### src/rtl/fft_input_loader.sv
// Frame buffer ahead of the 64-point FFT: fills N samples, then replays them bit-reversed (FFT_LOADER_BITREV_EN) or in natural order.
// Latency: first sample out 2 cycles after the last accept; backpressure: in_ready low from frame full until fft_finished.
module fft_input_loader #(
  parameter int DATA_W = 16,
  parameter int LOG2N  = 6
) (
  input  logic              clock,
  input  logic              reset,
  input  logic              in_valid,
  output logic              in_ready,
  input  logic [DATA_W-1:0] in_real,
  input  logic [DATA_W-1:0] in_imag,
  output logic              out_valid,
  output logic [DATA_W-1:0] out_real,
  output logic [DATA_W-1:0] out_imag,
  output logic [LOG2N-1:0]  out_index,
  output logic              start,
  input  logic              fft_finished,
  output logic              busy,
  output logic [7:0]        frame_count
);

  localparam int N = 1 << LOG2N;

  typedef enum logic [1:0] {
    S_FILL,
    S_DRAIN,
    S_WAIT
  } state_t;

  state_t state, state_nxt;

  logic [2*DATA_W-1:0] mem [N];
  logic [LOG2N-1:0]    wr_ptr;
  logic [LOG2N-1:0]    rd_ptr;
  logic [LOG2N-1:0]    rd_addr;
  logic                accept;
  logic                draining;
  logic                frame_done;

`ifdef FFT_LOADER_BITREV_EN
  function automatic logic [LOG2N-1:0] bitrev(input logic [LOG2N-1:0] a);
    logic [LOG2N-1:0] r;
    for (int i = 0; i < LOG2N; i++) begin
      r[i] = a[LOG2N-1-i];
    end
    return r;
  endfunction

  assign rd_addr = bitrev(rd_ptr);
`else
  assign rd_addr = rd_ptr;
`endif

  assign accept     = in_valid && in_ready && (state == S_FILL);
  assign draining   = (state == S_DRAIN);
  assign frame_done = (state == S_WAIT) && fft_finished;
  assign busy       = (state != S_FILL);

  always_comb begin
    state_nxt = state;
    case (state)
      S_FILL:  if (accept && (&wr_ptr)) state_nxt = S_DRAIN;
      S_DRAIN: if (&rd_ptr) state_nxt = S_WAIT;
      S_WAIT:  if (fft_finished) state_nxt = S_FILL;
      default: state_nxt = S_FILL;
    endcase
  end

  // Storage array is deliberately left out of reset so it maps onto plain RAM.
  always_ff @(posedge clock) begin
    if (accept) begin
      mem[wr_ptr] <= {in_real, in_imag};
    end
  end

  always_ff @(posedge clock or posedge reset) begin
    if (reset) begin
      state       <= S_FILL;
      wr_ptr      <= '0;
      rd_ptr      <= '0;
      in_ready    <= 1'b0;
      out_valid   <= 1'b0;
      start       <= 1'b0;
      out_index   <= '0;
      out_real    <= '0;
      out_imag    <= '0;
      frame_count <= '0;
    end else begin
      state     <= state_nxt;
      in_ready  <= (state_nxt == S_FILL);
      out_valid <= draining;
      start     <= draining && (rd_ptr == '0);
      if (accept) begin
        wr_ptr <= wr_ptr + 1'b1;
      end
      // One read per DRAIN cycle; the registered result is the presented sample.
      if (draining) begin
        rd_ptr                 <= rd_ptr + 1'b1;
        out_index              <= rd_ptr;
        {out_real, out_imag}   <= mem[rd_addr];
      end
      if (frame_done) begin
        frame_count <= frame_count + 8'd1;
      end
    end
  end

endmodule
### config.mk
export PLATFORM = sky130hd
export DESIGN_NAME = fft_input_loader
export DESIGN_NICKNAME = d
export VERILOG_FILES = /design/src/rtl/fft_input_loader.sv
export SDC_FILE = /design/constraint.sdc
export NUM_CORES = 2
export LEC_CHECK = 0
export ABC_CLOCK_PERIOD_IN_PS = 3200
export CORE_AREA = 2 2 426 428
export DETAILED_ROUTE_END_ITERATION = 12
export DIE_AREA = 0 0 428 430
export MAX_ROUTING_LAYER = met4
export REMOVE_ABC_BUFFERS = 1
export SLEW_MARGIN = 20
export SYNTH_ARGS = -nofsm -noshare
export SYNTH_HDL_FRONTEND = slang
export SYNTH_SLANG_ARGS = --single-unit
### constraint.sdc
create_clock -name clock -period 3.2 [get_ports clock]
set_input_delay 0.64 -clock clock [delete_from_list [all_inputs] [get_ports clock]]
set_output_delay 0.64 -clock clock [all_outputs]
set_load 0.03 [all_outputs]
==> results.cfg <==
[global_route]
grt_start_max_net_pins = 65
grt-ovfl-total = 0
grtUsageTotal = 0.241
antenna_found_initial = 12
grt_pass1_vias = 39100
grt_pass1_wl_microns = 303000

[clock_tree]
clock_path_buffers = 3
cts_tree = done
insertion_delay_ns = 0.85
postCtsResizedCells = 0
cts_sinks = 2111
cts_buffers = 211
root_buffer = clkbuf_16
cts.clk_slew.worst_paths_ns = 0.06
cts-htree-levels = 4

[synthesis]
synthTopCellsByArea = edfxtp_1 (77%), mux4_2 (14%), dfrtp_1 (2.0%)
ys_warn_count = 0
ys_ff_latch = 2111
seq_area_frac_synth = 0.786
yosysTopAreaCellShare = 0.766
syn_area_per_cell_sq_um = 22.5
ys_types = 53
synthTopCellsByCount = edfxtp_1 (2,048), mux4_2 (505), nor2_1 (137), a22oi_1 (126), mux2i_1 (94)
post-synth-top-area-cell = edfxtp_1
synth_edf_count = 2048
async_flop_share = 0.0298
syn_inst = 3564
syn_area_sq_um = 80300
yosysMostFrequentCell = edfxtp_1
ys.flop_type = edfxtp_1

[timing]
worst_slack_ns = 0.147
finClkSkew_ns = 0.0283
finalHoldViolCount = 0
fmax_mhz = 328
worst_pin_slew_ns = 1.04
setup_viol = 0
rsz0062_at_grt = no
relSlewSlack = 0.304
drv_slew = 0
final.setup.tns_ns = 0
holdWs_ns = 0.201
period_share = 0.954
fin_crit_ns = 3.05

[power]
comb_power_share = 0.178
power.density_nw_per_um2 = 718
p_seq_frac = 0.472
p_sw_frac = 0.263
power_switching_mw = 17.9
leakagePower_nw = 29.5
ir_drop_mv = 0.584
clockPowerShare = 0.350
internal_power_mw = 50.3

[hold_path]
min_from = in_real[14]
min_to = mem[37][30]$_DFFE_PP_
worstHoldPathCells = 1
holdCritPathClass = input port to register

[worst_setup_path]
cpMaxStageDelayCell = dfrtp_4
slowest_delay_ns = 0.81
reg2reg_depth = 7
r2r_slack_ns = 0.15
crit_top_cell = a21oi_1
worst-setup-path-type = register to register
cp.required_ns = 3.89
r2r-start = rd_addr[3]$_DFFE_PP0P_
crit_path_max_fanout = 37
r2r_end = out_imag[1]$_DFFE_PP0P_
cp.arrival_ns = 3.74
crit_path_start_kind = register
path_cells = buf_12, buf_12, mux4_2, a22oi_1, a21oi_1, a21oi_1, a21oi_1
crit_path_end_kind = register

[outcome]
status = finished clean

[cells_and_area]
nFillCells = 13800
area_delta_synth_final_pct = 18.3
post_route_cells_drive_above_1_share = 0.311
finalNetCount = 4104

[placement]
dp_hpwl_microns = 138000
dp_slack_ns = -0.00768
gp_congestion = 0.894
io_buffers = 85

[detailed_routing]
drtAntennaViolNets = 0
detail_route.first_pass.iterations = 5
drt_iter0_drc = 5273
via_count = 39300
drcViolationCount = 0
wl_per_cell_microns = 32.4
wirelength_microns = 214000
vias_per_cell = 5.94

[die]
design.core.area_sq_um = 180000
die-height_microns = 430
io_pins = 86
fp.dieW_microns = 428
row_count = 156
die_area_sq_um = 184000
start_util = 0.447

[run]
cap_violations = 0
[cell usage in the layout, fill, tap and decap left out, drive strengths merged, types with 6 or more instances in the layout]
cell type / Yosys / routed
a211oi: 6 / 6
a21oi: 80 / 80
a221oi: 6 / 6
a22oi: 126 / 126
a31oi: 9 / 9
buf: 143 / 428
bufinv: 0 / 12
clkbuf: 51 / 280
clkdlybuf4s50: 0 / 53
clkinv: 1 / 94
dfrtp: 63 / 63
diode: 0 / 6
edfxtp: 2048 / 2048
inv: 3 / 9
mux2: 21 / 21
mux2i: 94 / 94
mux4: 505 / 505
nand2: 89 / 89
nand2b: 6 / 6
nand3: 12 / 12
nor2: 137 / 137
nor2b: 15 / 15
nor3: 7 / 7
o211ai: 23 / 23
o21ai: 18 / 18
o22ai: 31 / 31
or2: 7 / 7
or3: 6 / 6
xnor2: 12 / 12
[power by group through the flow]
stage                     clock network [mW]  logic [mW]  registers [mW]
after floorplan                            0        3.91            33.2
after global placement                     0        12.1            32.8
after detailed placement                   0        12.2            32.9
after CTS                               24.2        12.2            32.3
after global routing                    25.3        12.8            32.2
final                                   23.9        12.1            32.2
[metal layers]
layer / global-route usage / wire (microns) / vias up
li1: - / - / 16100
met1: 0.330 / 86700 / 21200
met2: 0.382 / 106000 / 1724
met3: 0.0353 / 16000 / 252
met4: 0.0612 / 5290 / 0
met5: - / 0 / -
[worst max path at each step]
stage	startpoint	endpoint	slack, ns	depth (start not counted)
2_1_floorplan	rd_addr[1]$_DFFE_PP0P_	out_real[0]$_DFFE_PP0P_	-13.91	5
3_3_place_gp	rd_addr[0]$_DFFE_PP0P_	out_imag[14]$_DFFE_PP0P_	0.01	7
3_5_place_dp	rd_addr[0]$_DFFE_PP0P_	out_imag[14]$_DFFE_PP0P_	-0.008	7
4_1_cts	rd_addr[0]$_DFFE_PP0P_	out_imag[14]$_DFFE_PP0P_	0.006	7
5_1_grt	rd_addr[3]$_DFFE_PP0P_	out_imag[1]$_DFFE_PP0P_	0.20	7
6_report	rd_addr[3]$_DFFE_PP0P_	out_imag[1]$_DFFE_PP0P_	0.15	7
[worst max-delay path: cells and delay by family, from the launching register on]
| kind | cells | cell delay (ns) |
|---|---|---|
| compound gates | 4 | 1.11 |
| flops | 1 | 0.81 |
| buf+inv | 2 | 0.53 |
| mux | 1 | 0.34 |
[kinds of logic after synthesis]
logic type | synth area share
DFF | 0.786
muxes | 0.156
buffers and inverters | 0.0133
and+or+nand+nor | 0.0165
xor gates and xnor gates | 0.00175
adders and majority gates | 0.000623
AOI/OAI and AO/OA | 0.0259
[what timing repair did]
action                     4_1_cts  5_1_grt
setup endpoints to repair        0        1
hold buffers                     0        0
buffers inserted                 0        4
[metrics by stage]
step,instances,utilization,instance area [sq um],power (mW)
floorplan,3370,-,79200,37.1
global placement,6217,0.491,88200,44.9
detailed placement,6217,0.491,88200,45.0
CTS,6611,0.528,94900,68.7
global route,6620,0.528,95000,70.3
finish,6621,0.528,95000,68.2
[flip-flops by register name, indices dropped and copies added, names as in the netlist]
signal       cells
out_valid        1
frame_count      8
mem           2048
out_imag        16
rd_addr          6
state            2
wr_ptr           6
out_index        6
in_ready         1
out_real        16
start            1
[final cells by class]
cell class,count,area (sq um),area share
multi-input combinational,1255,16700,0.175
clock inverter,114,1000,0.0105
inverter,4,20.0,0.000211
tap,2370,2970,0.0312
sequential,2111,63100,0.664
timing repair buffer,481,5560,0.0585
antenna,6,15.0,0.000158
clock buffer,280,5680,0.0598
Note: power is estimated with default switching activity, not from simulation.
